File: config.mk
export PLATFORM = sky130hd
export DESIGN_NAME = image_fetch_ctrl
export DESIGN_NICKNAME = d
export VERILOG_FILES = /design/src/rtl/img_pkg.sv /design/src/rtl/pos_shadow.sv /design/src/rtl/image_fetch_ctrl.sv
export SDC_FILE = /design/constraint.sdc
export NUM_CORES = 1
export LEC_CHECK = 0
export CAP_MARGIN = 20
export CELL_PAD_IN_SITES_DETAIL_PLACEMENT = 1
export CELL_PAD_IN_SITES_GLOBAL_PLACEMENT = 1
export CORE_UTILIZATION = 39
export CTS_BUF_LIST = sky130_fd_sc_hd__clkbuf_4 sky130_fd_sc_hd__clkbuf_8
export DETAILED_ROUTE_END_ITERATION = 10
export HOLD_SLACK_MARGIN = 0.1
export PLACE_DENSITY = 0.82
export SKIP_LAST_GASP = 1
export SYNTH_ARGS = -nofsm -noshare
export SYNTH_HDL_FRONTEND = slang
export SYNTH_SLANG_ARGS = --single-unit
File: constraint.sdc
create_clock -name CLK -period 4.1 [get_ports CLK]
set_clock_uncertainty 0.1 [all_clocks]
set_input_delay 0.615 -clock CLK [delete_from_list [all_inputs] [get_ports CLK]]
set_output_delay 0.615 -clock CLK [all_outputs]
set_load 0.03 [all_outputs]
File: src/rtl/img_pkg.sv
// img_pkg: shared types and constants for the image fetch slice.
//   state_t      scheduler states (S_WAIT_SOF, S_SCAN)
//   ADDR_W       ROM address width
//   H_W / V_W    scan column / row widths
//   H_ACTIVE / V_ACTIVE  visible raster size
//   IMG_W_DEF / IMG_H_DEF default image size, X0_DEF / Y0_DEF default placement
package img_pkg;

  localparam int ADDR_W    = 15;
  localparam int H_W       = 10;
  localparam int V_W       = 9;
  localparam int H_ACTIVE  = 640;
  localparam int V_ACTIVE  = 480;
  localparam int IMG_W_DEF = 150;
  localparam int IMG_H_DEF = 152;
  localparam int X0_DEF    = 245;
  localparam int Y0_DEF    = 164;

  typedef enum logic {
    S_WAIT_SOF = 1'b0,
    S_SCAN     = 1'b1
  } state_t;

endpackage

File: src/rtl/pos_shadow.sv
// pos_shadow: one-entry holding register for image placement requests.
// A request is clamped on entry and copied into the committed placement
// only at a frame boundary, so the placement never changes mid-frame.
//
// Handshake: POS_READY is high while the shadow is empty. A request
// transfers on a cycle where POS_VALID and POS_READY are both high; the
// offerer must hold POS_X/POS_Y stable while POS_VALID is high and
// POS_READY is low. POS_READY does not depend on POS_VALID.
//
// Ports:
//   CLK, RESET_N        clock, asynchronous active-low reset
//   FRAME_START         commit strobe (one CLK)
//   POS_VALID/X/Y       placement offer
//   POS_READY           shadow empty
//   POS_DONE            one-CLK pulse after a commit
//   CUR_X / CUR_Y       committed placement
module pos_shadow
  import img_pkg::*;
#(
  parameter int X_RST = X0_DEF,
  parameter int Y_RST = Y0_DEF,
  parameter int X_MAX = H_ACTIVE - IMG_W_DEF,
  parameter int Y_MAX = V_ACTIVE - IMG_H_DEF
) (
  input  logic           CLK,
  input  logic           RESET_N,
  input  logic           FRAME_START,
  input  logic           POS_VALID,
  input  logic [H_W-1:0] POS_X,
  input  logic [V_W-1:0] POS_Y,
  output logic           POS_READY,
  output logic           POS_DONE,
  output logic [H_W-1:0] CUR_X,
  output logic [V_W-1:0] CUR_Y
);

  localparam logic [H_W-1:0] X_LIM = H_W'(X_MAX);
  localparam logic [V_W-1:0] Y_LIM = V_W'(Y_MAX);

  logic           shadow_full;
  logic [H_W-1:0] shadow_x;
  logic [V_W-1:0] shadow_y;

  assign POS_READY = ~shadow_full;

  // Commit and accept are mutually exclusive: a commit needs a full
  // shadow, an accept needs an empty one. An offer arriving with
  // FRAME_START on an empty shadow is therefore held for the next frame.
  always_ff @(posedge CLK or negedge RESET_N) begin
    if (!RESET_N) begin
      shadow_full <= 1'b0;
      shadow_x    <= '0;
      shadow_y    <= '0;
      CUR_X       <= H_W'(X_RST);
      CUR_Y       <= V_W'(Y_RST);
      POS_DONE    <= 1'b0;
    end else begin
      POS_DONE <= FRAME_START & shadow_full;
      if (FRAME_START && shadow_full) begin
        CUR_X       <= shadow_x;
        CUR_Y       <= shadow_y;
        shadow_full <= 1'b0;
      end else if (POS_VALID && !shadow_full) begin
        shadow_x    <= (POS_X > X_LIM) ? X_LIM : POS_X;
        shadow_y    <= (POS_Y > Y_LIM) ? Y_LIM : POS_Y;
        shadow_full <= 1'b1;
      end
    end
  end

endmodule

File: src/rtl/image_fetch_ctrl.sv
// image_fetch_ctrl: frame-synchronous read scheduler for the image ROM.
// Qualifies the VGA scan position with the pixel tick, flags pixels that
// fall inside the placed image and walks the column-major ROM address
// (addr = col*IMG_H + row) incrementally without a multiplier.
//
// Ports:
//   CLK, RESET_N        clock, asynchronous active-low reset
//   PIX_EN              pixel tick; scan logic advances only when high
//   FRAME_START         one-CLK start-of-frame pulse
//   ADDRH / ADDRV       current scan column / row
//   POS_VALID/X/Y       placement offer (see pos_shadow)
//   POS_READY, POS_DONE placement handshake and commit pulse
//   ROM_ADDR            ROM read address (registered)
//   FETCH_VALID         one-CLK pulse per scanned pixel
//   IN_WINDOW           pixel lies inside the image
//   CUR_X / CUR_Y       committed placement
//   DBG_STATE           scheduler state
module image_fetch_ctrl
  import img_pkg::*;
#(
  parameter int IMG_W   = IMG_W_DEF,
  parameter int IMG_H   = IMG_H_DEF,
  parameter int PIX_NUM = IMG_W_DEF * IMG_H_DEF,
  parameter int X0      = X0_DEF,
  parameter int Y0      = Y0_DEF
) (
  input  logic              CLK,
  input  logic              RESET_N,
  input  logic              PIX_EN,
  input  logic              FRAME_START,
  input  logic [H_W-1:0]    ADDRH,
  input  logic [V_W-1:0]    ADDRV,
  input  logic              POS_VALID,
  input  logic [H_W-1:0]    POS_X,
  input  logic [V_W-1:0]    POS_Y,
  output logic              POS_READY,
  output logic              POS_DONE,
  output logic [ADDR_W-1:0] ROM_ADDR,
  output logic              FETCH_VALID,
  output logic              IN_WINDOW,
  output logic [H_W-1:0]    CUR_X,
  output logic [V_W-1:0]    CUR_Y,
  output state_t            DBG_STATE
);

  localparam int HX = H_W + 1;
  localparam int VX = V_W + 1;

  state_t         state;
  logic [HX-1:0]  x_end;
  logic [VX-1:0]  y_end;
  logic           in_x;
  logic           in_y;
  logic           in_win;
  logic           at_col0;
  logic [V_W-1:0] row_off;

  pos_shadow #(
    .X_RST (X0),
    .Y_RST (Y0),
    .X_MAX (H_ACTIVE - IMG_W),
    .Y_MAX (V_ACTIVE - IMG_H)
  ) u_pos_shadow (
    .CLK         (CLK),
    .RESET_N     (RESET_N),
    .FRAME_START (FRAME_START),
    .POS_VALID   (POS_VALID),
    .POS_X       (POS_X),
    .POS_Y       (POS_Y),
    .POS_READY   (POS_READY),
    .POS_DONE    (POS_DONE),
    .CUR_X       (CUR_X),
    .CUR_Y       (CUR_Y)
  );

  // Window bounds are exclusive upper limits; one extra bit keeps the sum
  // from wrapping for any placement.
  assign x_end   = {1'b0, CUR_X} + HX'(IMG_W);
  assign y_end   = {1'b0, CUR_Y} + VX'(IMG_H);
  assign in_x    = (ADDRH >= CUR_X) && ({1'b0, ADDRH} < x_end);
  assign in_y    = (ADDRV >= CUR_Y) && ({1'b0, ADDRV} < y_end);
  assign in_win  = in_x & in_y;
  assign at_col0 = (ADDRH == CUR_X);
  assign row_off = ADDRV - CUR_Y;

  assign DBG_STATE = state;

  // The left edge of each image row seeds the address with the row offset;
  // every following in-window pixel is one column further, i.e. +IMG_H.
  // Out-of-window pixels leave the address untouched.
  always_ff @(posedge CLK or negedge RESET_N) begin
    if (!RESET_N) begin
      state       <= S_WAIT_SOF;
      ROM_ADDR    <= '0;
      IN_WINDOW   <= 1'b0;
      FETCH_VALID <= 1'b0;
    end else begin
      FETCH_VALID <= 1'b0;
      case (state)
        S_WAIT_SOF: begin
          if (FRAME_START) state <= S_SCAN;
        end
        S_SCAN: begin
          if (PIX_EN) begin
            FETCH_VALID <= 1'b1;
            IN_WINDOW   <= in_win;
            if (in_win) begin
              if (at_col0) ROM_ADDR <= ADDR_W'(row_off);
              else         ROM_ADDR <= ROM_ADDR + ADDR_W'(IMG_H);
            end
          end
        end
        default: state <= S_WAIT_SOF;
      endcase
    end
  end

  a_addr_range: assert property (@(posedge CLK) disable iff (!RESET_N)
    ROM_ADDR < ADDR_W'(PIX_NUM));

endmodule

# After elaboration in Yosys (flattened, before gate mapping)
# Index checks and enable logic that the tools add are counted.
[classes] order_cmp=6 eq_ne=1 reduce_logical=9 add_sub_neg=4 mux=9 bitwise_logic=4
[op_table] operator="$add A15 B8 Y15 const B" n=1
[op_table] operator="$mux W15" n=1
[op_table] operator="$add A10 B8 Y11 const B" n=1
[op_table] operator="$lt A10 B11 Y1" n=1
[op_table] operator="$add A9 B8 Y10 const B" n=1
[op_table] operator="$eq A10 B10 Y1" n=1
[op_table] operator="$ge A10 B10 Y1" n=1
[op_table] operator="$gt A10 B9 Y1 const B" n=1
[op_table] operator="$lt A9 B10 Y1" n=1
[op_table] operator="$mux W10" n=1
[op_table] operator="$ge A9 B9 Y1" n=1
[op_table] operator="$gt A9 B9 Y1 const B" n=1
[op_table] operator="$mux W9" n=1
[op_table] operator="$sub A9 B9 Y9" n=1
[op_table] operator="$mux W1" n=6
[op_table] operator="$logic_and A1 B1 Y1" n=4
[op_table] operator="$reduce_and A2 Y1" n=2
[op_table] operator="$reduce_and A3 Y1" n=1
[op_table] operator="$and A1 B1 Y1" n=2
[op_table] operator="$not A1 Y1" n=2
[op_table] operator="$reduce_bool A2 Y1" n=1
[op_table] operator="$logic_not A1 Y1" n=1
[totals] reg_bits=58 in_bits=43 word_cells=43

# Depth between registers and ports, before layout
[logic_depth] depth_word=5 mapped_depth=14 ltp_nobuf=13

# Modules after synthesis
# Synthesis repeated with hierarchy kept, for this count alone.
[hier_totals] hier_cells=391 area_unflattened_um2=3769.9
[modules_own_cells] mod="image_fetch_ctrl" n_inst=1 area_per_inst_um2=2164.6 seq_area_each_um2=450.4 cells_each=260
[modules_own_cells] mod="pos_shadow" n_inst=1 area_per_inst_um2=1605.3 seq_area_each_um2=1012.2 cells_each=131

# Worst setup path after synthesis
# Ideal clock, no wire load.
[synth_path] path_type="reg-to-reg" startpoint="reg u_pos_shadow.CUR_X[2]" endpoint="reg ROM_ADDR[1]" setup_time_ns=0.128 path_buffers=0 period_less_slack_ns=3.681 path_stages_with_launch=14 arrival_time_ns=3.454 path_slack_ns=0.419 cell_sequence="dfstp_2 > inv_1 > ha_1 > o21a_1 > nor3_1 > o21ai_0 > xnor2_1 > ha_1 > a2111oi_0 > o21ai_0 > o221a_1 > or3_4 > nor4_4 > mux2_1"
[synth_between] elab_chain_cells=5
[synth_rtl] element="start: declaration" line="pos_shadow.sv:33" text="output logic [H_W-1:0] CUR_X,"
[synth_rtl] element="start signal: assignment" line="pos_shadow.sv:54" text="CUR_X <= H_W'(X_RST);"
[synth_rtl] element="start signal: assignment" line="pos_shadow.sv:60" text="CUR_X <= shadow_x;"
[synth_rtl] element="$add A10 B8 Y11" line="image_fetch_ctrl.sv:78" text="assign x_end = {1'b0, CUR_X} + HX'(IMG_W);"
[synth_rtl] element="$lt A10 B11 Y1" line="image_fetch_ctrl.sv:80" text="assign in_x = (ADDRH >= CUR_X) && ({1'b0, ADDRH} < x_end);"
[synth_rtl] element="$logic_and A1 B1 Y1" line="image_fetch_ctrl.sv:80"
[synth_rtl] element="$and A1 B1 Y1" line="image_fetch_ctrl.sv:82" text="assign in_win = in_x & in_y;"
[synth_rtl] element="$reduce_and A3 Y1 (no source line)"
[synth_rtl] element="end signal: assignment" line="image_fetch_ctrl.sv:108" text="if (at_col0) ROM_ADDR <= ADDR_W'(row_off);"
[synth_rtl] element="end signal: assignment" line="image_fetch_ctrl.sv:109" text="else ROM_ADDR <= ROM_ADDR + ADDR_W'(IMG_H);"
[synth_rtl] element="end: declaration" line="image_fetch_ctrl.sv:38" text="output logic [ADDR_W-1:0] ROM_ADDR,"
# Several ways; a longest one is shown, not always the timed one.
# A chain may end at the register's enable or synchronous reset.

# Final worst setup path
# Ends and elaborated chain as after synthesis.

==> results.py <==
metrics = {
    "power_and_ir_drop": {
        "p_sw_share_pct": 41.30,
        "p_total_w": 0.002754,
        "seqPwrFrac_pct": 30.6,
        "p_comb_share_pct": 48.6,
        "p_leak_nw": 2.040,
        "p_clk_share_pct": 20.7,
        "power.internal_w": 0.001616,
        "power-per-cell-area_mw_per_mm2": 586.6,
        "peakVddDrop_v": 0.0002022,
        "power_switching_w": 0.001137,
    },
    "detailed_routing": {
        "avgRoutedWirePerCell_um": 16.20,
        "first_pass_iters": 4,
        "drc_errors": 0,
        "routed_via_density": 5.360,
        "vias": 3114,
        "antenna_left": 0,
        "wirelength_mm": 9.411,
        "first_iter_violations": 88,
    },
    "job": {
        "maxCapViolCount": 0,
    },
    "timing": {
        "fin_crit_sh_pct": 93.97,
        "worstMarginPinSlew_ps": 748.2,
        "setup_viol": 0,
        "setup_tns_ps": 0,
        "timing.final.crit_period_ps": 3853,
        "rsz0062_at_grt": "no",
        "timing.slew.headroom_pct": 49.81,
        "maxSlewViolCount": 0,
        "whs_ps": 147.1,
        "max_freq_mhz": 259.6,
        "hold_viol": 0,
    },
    "die": {
        "fp.dieH_um": 97.44,
        "ioPinCount": 82,
        "rows": 34,
        "dieArea_mm2": 0.009494,
        "die_x_um": 97.44,
        "core_mm2": 0.008763,
        "initial_core_util_pct": 40.53,
    },
    "yosys": {
        "synth_area_mm2": 0.003552,
        "ys.flop_type": "dfrtp_1",
        "yosysMostFrequentCell": "dfrtp_1",
        "synth_warnings": 0,
        "synthCells": 383,
        "synth_area_leaders": "dfrtp_1 35%, ha_1 13%, dfstp_2 6.7%",
        "netlist.area_leader.share_pct": 34.52,
        "syn_nets": 464,
        "synth_edf_count": 0,
        "avgSynthCellArea_um2": 9.275,
        "synthArstFlopShare_pct": 100.0,
        "synthTopCellsByCount": "49 x dfrtp_1, 38 x nand2_1, 37 x ha_1, 30 x o21ai_0, 29 x inv_1",
        "yosys_register_bits": 58,
        "synth_cell_type_count": 49,
        "yosys.area.top_type": "dfrtp_1",
        "ys_seq_area_share_pct": 41.18,
    },
    "worst_setup_path": {
        "critPathMaxFanout": 22,
        "rr_worst_depth": 13,
        "critPathCaptureType": "flop",
        "r2r-start": "u_pos_shadow.CUR_X[2]",
        "cp-start-kind": "flop",
        "criticalPathCategory": "flop to flop",
        "reg2reg_to": "ROM_ADDR[1]",
        "reg2reg_slack_ps": 250,
        "arrival_ps": 3980,
        "required_ps": 4220,
    },
    "grt": {
        "grtUsageTotal_pct": 20.83,
        "grt_max_degree": 36,
        "overflow": 0,
        "antenna_found_initial": 0,
        "grt_pass1_wl_mm": 15.87,
        "grt_pass1_vias": 3297,
    },
    "placed_design": {
        "hpwl_mm": 7.494,
        "io_buffers": 81,
        "dpl_cell_area_mm2": 0.004478,
        "gp_congestion": 0.8139,
    },
    "clocking": {
        "clk_path_buf_depth": 2,
        "tritoncts": "done",
        "cts_buffers": 9,
        "root_buffer": "clkbuf_8",
        "cts.sink_count": 58,
        "clk_pin_slew_ps": 70,
        "cts_max_level": 3,
        "clk_latency_ps": 350,
    },
    "layout": {
        "drive_above_1_share_pct": 8.879,
        "diodes": 0,
        "fin_nets": 549,
        "syn_to_final_growth_pct": 32.16,
        "n_fill_cell": 1034,
        "fin_area_mm2": 0.004695,
    },
    "status": {
        "status": "finished, final reports clean",
    },
    "hold_path": {
        "hold_class": "primary input to asynchronous set/reset pin",
    },
}
worst max-delay path, cell delays in order (launching register included):
cell and delay [ps]:
dfstp_2 550, inv_1 60, ha_1 210, o21a_1 220, nor3_2 180, o21ai_0 140
xnor2_1 160, ha_1 210, a2111oi_1 370, o21ai_0 150, o221a_1 270, or3_4 490
nor4_4 260, mux2_1 370
how the worst max path moves through the flow:
stage	from	end
finish	u_pos_shadow.CUR_X[2]	ROM_ADDR[1]
global route	u_pos_shadow.CUR_X[2]	ROM_ADDR[1]
CTS	u_pos_shadow.CUR_X[2]	ROM_ADDR[1]
detailed placement	u_pos_shadow.CUR_X[2]	ROM_ADDR[1]
global placement	u_pos_shadow.CUR_X[2]	ROM_ADDR[2]
floorplan	u_pos_shadow.CUR_X[2]	ROM_ADDR[1]
final cells by class:
cell class | count | area [um2] | area share [%]
multi-input combinational | 281 | 1931 | 41.12
sequential | 58 | 1463 | 31.16
timing repair buffer | 84 | 828.3 | 17.64
clock buffer | 12 | 158.9 | 3.385
tap | 108 | 135.1 | 2.878
inverter | 34 | 127.6 | 2.719
clock inverter | 4 | 51.30 | 1.093
sequential cells by signal, summed over array words and instances, names as in the netlist:
| signal | count |
|---|---|
| ROM_ADDR | 15 |
| u_pos_shadow.CUR_X | 10 |
| u_pos_shadow.shadow_x | 10 |
| u_pos_shadow.CUR_Y | 9 |
| u_pos_shadow.shadow_y | 9 |
| DBG_STATE | 1 |
| FETCH_VALID | 1 |
| IN_WINDOW | 1 |
| u_pos_shadow.POS_DONE | 1 |
| u_pos_shadow.shadow_full | 1 |
kinds of logic after synthesis:
group	after synthesis	share of synthesized area, %
simple gates	105	14.55
fa+ha+maj	38	13.60
flops	58	41.18
xor+xnor	18	4.438
buf+inv	44	4.649
mux	5	1.550
compound gates	115	20.04
layer usage:
metal  track usage (%)  wire [um]  share of wire, %
met5                 0          0                 0
met1             25.46       4056                43
met4             6.222        171               1.8
met2             35.93       4700                50
met3             5.396        483               5.1
stage by stage:
stage               instances  worst slack [ps]  util [%]
detailed placement        565             80.71     51.10
global placement          565             306.2     51.10
floorplan                 383             418.9         -
CTS                       581             76.21     53.50
global route              581             41.62     53.57
finish                    581             247.3     53.57
what timing repair did:
action	4_1_cts	5_1_grt
hold buffers	0	0
resized for setup	0	2
setup buffers	0	0
setup endpoints to repair	0	2
power by group through the flow:
| stage | registers, W | logic (W) | clock network (W) |
|---|---|---|---|
| after floorplan | 0.00101 | 0.000691 | 0 |
| after global placement | 0.000847 | 0.00129 | 0 |
| after detailed placement | 0.000855 | 0.00134 | 0 |
| after CTS | 0.000845 | 0.00135 | 0.000578 |
| after global routing | 0.000865 | 0.00147 | 0.000605 |
| final | 0.000843 | 0.00134 | 0.000571 |
layout by cell type, fill, tap and decap left out, drive strengths merged, types with 3 or more instances in the layout:
cell type and instances:
a21oi 27, dfstp 9, o22a 4, dfrtp 49
a22o 8, and3 4, mux2 4, a211oi 5
nand2b 6, ha 37, o31ai 5, nand4 4
clkinv 3, buf 4, inv 33, and2 3
o21ai 43, a31oi 6, nand2 38, clkdlybuf4s50 80
o21bai 3, nor3 8, xnor2 13, nor2b 4
nor2 24, nand3 8, clkbuf 12, xor2 5
Power figures use the tool's default switching activity.
